File: src/rtl/traffic_pkg.sv
// Shared types and default timing for the intersection phase controller.
package traffic_pkg;

    typedef enum logic [2:0] {
        S_GREEN   = 3'd0,
        S_YELLOW  = 3'd1,
        S_ALLRED  = 3'd2,
        S_FGREEN  = 3'd3,
        S_FYELLOW = 3'd4,
        S_FLASH   = 3'd5
    } state_t;

    // Which interval led into the current all-red clearance.
    typedef enum logic [1:0] {
        ORG_MAIN  = 2'd0,
        ORG_FARM  = 2'd1,
        ORG_FLASH = 2'd2
    } ar_origin_t;

    localparam int DEF_NUM_PHASES = 2;
    localparam int DEF_CNT_W      = 5;
    localparam int DEF_T_GREEN    = 8;
    localparam int DEF_T_YELLOW   = 3;
    localparam int DEF_T_ALLRED   = 2;
    localparam int DEF_T_FARM_MIN = 4;
    localparam int DEF_T_FARM_MAX = 10;
    localparam int DEF_T_FLASH    = 4;

    function automatic int phase_width(input int n);
        return (n > 1) ? $clog2(n) : 1;
    endfunction

endpackage

File: src/rtl/traffic_phase_ctrl_interval_timer.sv
// Interval up-counter: restarts on state entry and flags the last cycle of a length.
module interval_timer #(
    parameter int CNT_W = 5
) (
    input  logic             clk,
    input  logic             rst,
    input  logic             clear,
    input  logic [CNT_W:0]   len,
    output logic [CNT_W-1:0] elapsed,
    output logic             done
);

    logic [CNT_W-1:0] count_r;

    // Elapsed-cycle counter; a clear makes the next cycle read zero.
    always_ff @(posedge clk or posedge rst) begin
        if (rst) begin
            count_r <= '0;
        end else if (clear) begin
            count_r <= '0;
        end else begin
            count_r <= count_r + CNT_W'(1);
        end
    end

    // One bit wider than the counter so a length of 2**CNT_W still compares correctly.
    assign elapsed = count_r;
    assign done    = ({1'b0, count_r} == (len - (CNT_W + 1)'(1)));

endmodule

File: src/rtl/traffic_phase_ctrl.sv
// Round-robin main-road phase controller with demand-driven farm phase,
// all-red clearance and maintenance flash; lamps are Moore-decoded.
module traffic_phase_ctrl
    import traffic_pkg::*;
#(
    parameter int NUM_PHASES = DEF_NUM_PHASES,
    parameter int CNT_W      = DEF_CNT_W,
    parameter int T_GREEN    = DEF_T_GREEN,
    parameter int T_YELLOW   = DEF_T_YELLOW,
    parameter int T_ALLRED   = DEF_T_ALLRED,
    parameter int T_FARM_MIN = DEF_T_FARM_MIN,
    parameter int T_FARM_MAX = DEF_T_FARM_MAX,
    parameter int T_FLASH    = DEF_T_FLASH,
    localparam int PW        = phase_width(NUM_PHASES)
) (
    input  logic                  clk,
    input  logic                  rst,
    input  logic                  farm_req,
    input  logic                  flash,
    output logic [NUM_PHASES-1:0] green,
    output logic [NUM_PHASES-1:0] yellow,
    output logic [NUM_PHASES-1:0] red,
    output logic                  fg,
    output logic                  fy,
    output logic                  fr,
    output logic [PW-1:0]         phase,
    output logic [CNT_W-1:0]      elapsed,
    output logic                  farm_pending
);

    localparam logic [CNT_W:0] L_GREEN    = (CNT_W + 1)'(T_GREEN);
    localparam logic [CNT_W:0] L_YELLOW   = (CNT_W + 1)'(T_YELLOW);
    localparam logic [CNT_W:0] L_ALLRED   = (CNT_W + 1)'(T_ALLRED);
    localparam logic [CNT_W:0] L_FARM_MAX = (CNT_W + 1)'(T_FARM_MAX);
    localparam logic [CNT_W:0] L_FLASH    = (CNT_W + 1)'(T_FLASH);
    localparam logic [CNT_W:0] L_FMIN_M1  = (CNT_W + 1)'(T_FARM_MIN - 1);
    localparam logic [PW-1:0]  LAST_PHASE = PW'(NUM_PHASES - 1);
    localparam logic [NUM_PHASES-1:0] ONE_HOT0 = NUM_PHASES'(1);

    state_t           state_r;
    state_t           state_s;
    ar_origin_t       origin_r;
    ar_origin_t       origin_s;
    logic [PW-1:0]    phase_r;
    logic [PW-1:0]    phase_s;
    logic [PW-1:0]    phase_inc_s;
    logic             pending_r;
    logic             pending_s;
    logic             blink_r;
    logic             blink_s;
    logic [CNT_W:0]   len_s;
    logic [CNT_W-1:0] elapsed_s;
    logic             done_s;
    logic             clear_s;
    logic             min_met_s;

    interval_timer #(
        .CNT_W (CNT_W)
    ) u_timer (
        .clk     (clk),
        .rst     (rst),
        .clear   (clear_s),
        .len     (len_s),
        .elapsed (elapsed_s),
        .done    (done_s)
    );

    // Interval length of the state currently being timed.
    always_comb begin
        case (state_r)
            S_GREEN:   len_s = L_GREEN;
            S_YELLOW:  len_s = L_YELLOW;
            S_ALLRED:  len_s = L_ALLRED;
            S_FGREEN:  len_s = L_FARM_MAX;
            S_FYELLOW: len_s = L_YELLOW;
            S_FLASH:   len_s = L_FLASH;
            default:   len_s = L_ALLRED;
        endcase
    end

    assign min_met_s   = ({1'b0, elapsed_s} >= L_FMIN_M1);
    assign phase_inc_s = (phase_r == LAST_PHASE) ? '0 : (phase_r + PW'(1));

    // State, phase, clearance origin, request latch and blink bit.
    always_ff @(posedge clk or posedge rst) begin
        if (rst) begin
            state_r   <= S_GREEN;
            origin_r  <= ORG_MAIN;
            phase_r   <= '0;
            pending_r <= 1'b0;
            blink_r   <= 1'b1;
        end else begin
            state_r   <= state_s;
            origin_r  <= origin_s;
            phase_r   <= phase_s;
            pending_r <= pending_s;
            blink_r   <= blink_s;
        end
    end

    // Next-state selection: flash preempts, otherwise advance on interval end.
    always_comb begin
        state_s  = state_r;
        origin_s = origin_r;
        phase_s  = phase_r;
        if (flash) begin
            state_s = S_FLASH;
        end else begin
            case (state_r)
                S_GREEN: begin
                    state_s = done_s ? S_YELLOW : S_GREEN;
                end
                S_YELLOW: begin
                    if (done_s) begin
                        state_s  = S_ALLRED;
                        origin_s = ORG_MAIN;
                    end else begin
                        state_s  = S_YELLOW;
                    end
                end
                S_ALLRED: begin
                    if (!done_s) begin
                        state_s = S_ALLRED;
                    end else if ((origin_r == ORG_MAIN) && pending_r) begin
                        state_s = S_FGREEN;
                    end else begin
                        state_s = S_GREEN;
                        phase_s = (origin_r == ORG_FLASH) ? '0 : phase_inc_s;
                    end
                end
                S_FGREEN: begin
                    state_s = (done_s || (min_met_s && !farm_req)) ? S_FYELLOW : S_FGREEN;
                end
                S_FYELLOW: begin
                    if (done_s) begin
                        state_s  = S_ALLRED;
                        origin_s = ORG_FARM;
                    end else begin
                        state_s  = S_FYELLOW;
                    end
                end
                S_FLASH: begin
                    state_s  = S_ALLRED;
                    origin_s = ORG_FLASH;
                end
                default: begin
                    state_s  = S_ALLRED;
                    origin_s = ORG_FLASH;
                    phase_s  = '0;
                end
            endcase
        end
    end

    // Every transition restarts the timer; flash also wraps it each half-period.
    assign clear_s = (state_s != state_r) || ((state_r == S_FLASH) && done_s);

    // Request latch (clear on farm-green entry beats a coincident set) and blink bit.
    always_comb begin
        if ((state_s == S_FGREEN) && (state_r != S_FGREEN)) begin
            pending_s = 1'b0;
        end else if (farm_req && (state_r != S_FGREEN)) begin
            pending_s = 1'b1;
        end else begin
            pending_s = pending_r;
        end
        if (state_r != S_FLASH) begin
            blink_s = 1'b1;
        end else if ((state_s == S_FLASH) && done_s) begin
            blink_s = ~blink_r;
        end else begin
            blink_s = blink_r;
        end
    end

    // Lamp decode from registered state and phase only.
    always_comb begin
        green        = '0;
        yellow       = '0;
        red          = '1;
        fg           = 1'b0;
        fy           = 1'b0;
        fr           = 1'b1;
        phase        = phase_r;
        elapsed      = elapsed_s;
        farm_pending = pending_r;
        case (state_r)
            S_GREEN: begin
                green = ONE_HOT0 << phase_r;
                red   = ~(ONE_HOT0 << phase_r);
            end
            S_YELLOW: begin
                yellow = ONE_HOT0 << phase_r;
                red    = ~(ONE_HOT0 << phase_r);
            end
            S_ALLRED: begin
                red = '1;
            end
            S_FGREEN: begin
                fg = 1'b1;
                fr = 1'b0;
            end
            S_FYELLOW: begin
                fy = 1'b1;
                fr = 1'b0;
            end
            S_FLASH: begin
                red    = '0;
                fr     = 1'b0;
                yellow = {NUM_PHASES{blink_r}};
                fy     = blink_r;
            end
            default: begin
                red = '1;
            end
        endcase
    end

endmodule

File: config.mk
export PLATFORM = sky130hd
export DESIGN_NAME = traffic_phase_ctrl
export DESIGN_NICKNAME = d
export VERILOG_FILES = /design/src/rtl/traffic_pkg.sv /design/src/rtl/traffic_phase_ctrl_interval_timer.sv /design/src/rtl/traffic_phase_ctrl.sv
export SDC_FILE = /design/constraint.sdc
export NUM_CORES = 1
export LEC_CHECK = 0
export CORE_ASPECT_RATIO = 1.2
export CORE_MARGIN = 2
export CORE_UTILIZATION = 51
export DETAILED_ROUTE_END_ITERATION = 8
export HOLD_SLACK_MARGIN = 0.02
export PLACE_DENSITY_LB_ADDON = 0.2
export REMOVE_ABC_BUFFERS = 1
export SLEW_MARGIN = 20
export SYNTH_ARGS = -nofsm -noshare
export SYNTH_HDL_FRONTEND = slang
export SYNTH_HIERARCHICAL = 1
export SYNTH_SLANG_ARGS = --single-unit
File: constraint.sdc
create_clock -name clk -period 5 [get_ports clk]
set_clock_uncertainty 0.15 [all_clocks]
set_input_delay 0.5 -clock clk [delete_from_list [all_inputs] [get_ports clk]]
set_output_delay 0.5 -clock clk [all_outputs]
set_load 0.03 [all_outputs]
==> results.txt <==
total power draw = 715 uW
startpoint type of the worst setup path = flip-flop
final clock period utilization by the worst path = 80.5%
detailed-route wire length per cell = 13.4 um
initial antenna violation count = 0
Placeable Area = 0.00205 mm^2
First DRT Iteration DRCs = 53
ratio of total power to cell area = 559 mW/mm^2
maxcap violations = 0
largest vdd supply drop = 0.347 mV
leakage power total = 0.000529 uW
number of input and output port buffers inserted = 19
count of different cell masters after synthesis = 45
per-instance average area after synthesis = 8.40 um^2
routed vias = 985
remaining max-slew budget at the tightest pin = 57.6%
dominant cell type by area after synthesis = dfrtp_1
Mapped Area = 0.00110 mm^2
floorplan die width = 46.4 um
area share of the leading cell type in the synthesized netlist = 27.3%
class of the tightest hold or removal check = input pin to async pin
first-pass GRT wire length = 3890 um
Root Driver = clkbuf_4
sum of net half-perimeters after detailed placement = 1760 um
Layout area overhead = 16.2%
Post-Syn Instances = 131
clock edge transition at the registers on the reported setup and hold paths = 70 ps
top flip-flop cell by instance count after synthesis = dfrtp_1
final hold violation count = 0
CTS resizes = 0
path type of the worst setup path = flip-flop to flip-flop
worst hold margin = 295 ps
final core area utilization = 62.3%
CP endpoint kind = flip-flop
WL final = 2390 um
remaining number of nets flagged by the antenna check after routing = 0
number of I/O pins = 20
critical path peak fanout = 17
actual transition at the worst max-transition pin = 636 ps
vias in the first global route = 874
path depth of the worst reg2reg path = 16
number of synthesized register bits = 13
WP data arrival = 4070 ps
H-tree depth reported by CTS = 1
required time of the critical path = 5050 ps
synth top area cells = dfrtp_1 (27%), xor2_1 (5.6%), clkbuf_8 (5.0%)
Overall Global Routing Usage = 21.0%
starting density of the core = 53.7%
result of the run = finished clean
maximum number of pins on one net before global-route repair = 24
setup bufs post-CTS = 0
total negative slack = 0 ps
top post-synthesis cells by count = dfrtp_1 (12), nand2_1 (12), nor2_1 (12)
clock tree from TritonCTS = yes
Antenna Diode Count = 0
Max Transition Viols Final = 0
remaining routing DRC violations = 0
total clock buffers created by CTS = 3
die height = 54.9 um
global-route congestion overflow total = 0
highest achievable clock rate = 248 MHz
crit path time final = 4030 ps
post-synthesis sequential area ratio = 29.7%
clock sink total = 13
number of iterations in the first detailed-routing pass = 4
Worst R2R Setup Slack = 970 ps
proportion of register bits with asynchronous set or reset after synthesis = 100%
DIE AREA = 0.00255 mm^2
post-DR vias/cell = 5.53
GP Congestion = 0.798
hold buffer count at CTS = 0
std cell rows = 18
share of final-layout standard cells stronger than drive strength 1 = 9.46%
Skew-Pair Late Insertion Delay = 270 ps
unrepaired setup endpoints after global routing = no
Setup-failing EPs final = 0
number of warnings issued by yosys = 6
Max Root-Sink Buffers = 2
final layout net count = 155
EDFF count, synth = 0
==> layer usage <==
| metal | up-vias | GRT usage [%] | routed length (um) |
|---|---|---|---|
| met5 | - | 0 | 0 |
| li1 | 493 | - | - |
| met3 | 0 | 5.61 | 133 |
| met1 | 464 | 26.4 | 998 |
| met4 | 0 | 1.90 | 0 |
| met2 | 28 | 37.0 | 1250 |
==> stage by stage <==
stage	area (um^2)	setup WS, ps	instances
finish	1280	975	178
global route	1280	566	178
CTS	1280	1020	178
detailed placement	1250	1050	174
global placement	1250	1220	174
floorplan	1020	1280	124
==> sequential cells by signal (all words and copies together), names as in the netlist <==
register and cells:
farm_pending 1, blink_r 1, u_timer/elapsed 5, state_r 3, phase 1, origin_r 2
==> power breakdown <==
part           internal (uW)  switching [uW]  leakage [uW]
logic                    193             252      0.000355
registers                133            73.9      0.000159
clock network           30.9            31.9     0.0000150
total                    357             357      0.000529
==> cells in the final DEF, fill, tap and decap left out, drive strengths merged, types with 2 or more instances in the layout <==
cell	instances
clkdlybuf4s50	19
nor2	12
nand2	12
dfrtp	12
inv	9
a21oi	8
nor3	7
xor2	7
nor2b	5
xnor2	5
o21ai	4
clkbuf	4
o31ai	3
nand2b	3
nand3	3
conb	3
o22a	2
o211a	2
a22oi	2
o2111ai	2
ha	2
a211o	2
==> path summary, 6_finish.rpt <==
| path | start | to |
|---|---|---|
| max | state_r[0]$_DFF_PP0_ | u_timer/elapsed[4]$_DFF_PP0_ |
| max reg2reg | state_r[0]$_DFF_PP0_ | u_timer/elapsed[4]$_DFF_PP0_ |
| min | rst | u_timer/elapsed[4]$_DFF_PP0_ |
| max in group asynchronous | rst | blink_r$_DFFE_PP1P_ |
| min reg2reg | farm_pending$_DFFE_PP0P_ | farm_pending$_DFFE_PP0P_ |
| min in group clk | farm_pending$_DFFE_PP0P_ | farm_pending$_DFFE_PP0P_ |
==> critical path: stages (launching register included) <==
cell and delay, ps:
dfrtp_1 670, inv_1 220, nor2_1 210, nor2_1 80, nor2_1 230, inv_1 90, ha_1 240, xor2_1 210
xnor2_1 150, a32oi_1 80, nor3_1 210, buf_4 200, inv_1 80, o32ai_1 510, or3_1 200, o2111ai_1 240
nor2_1 180
==> layout make-up <==
class	count	area, um^2
Fill cell	190	772
Multi-Input combinational cell	102	656
Sequential cell	13	327
Timing Repair Buffer	20	198
Tap cell	30	37.5
Inverter	9	33.8
Clock buffer	4	26.3
==> cells by family (layout without fill, tap and decap cells) <==
logic type	count (synthesis)	in the layout	synth area share, %
xor+xnor	12	12	9.56
flops	13	13	29.7
simple gates	53	53	24.9
other cells	1	3	0.341
fa+ha+maj	2	2	2.27
buf+inv	18	33	11.4
compound gates	32	32	21.8
(Power assumes the default switching activity.)
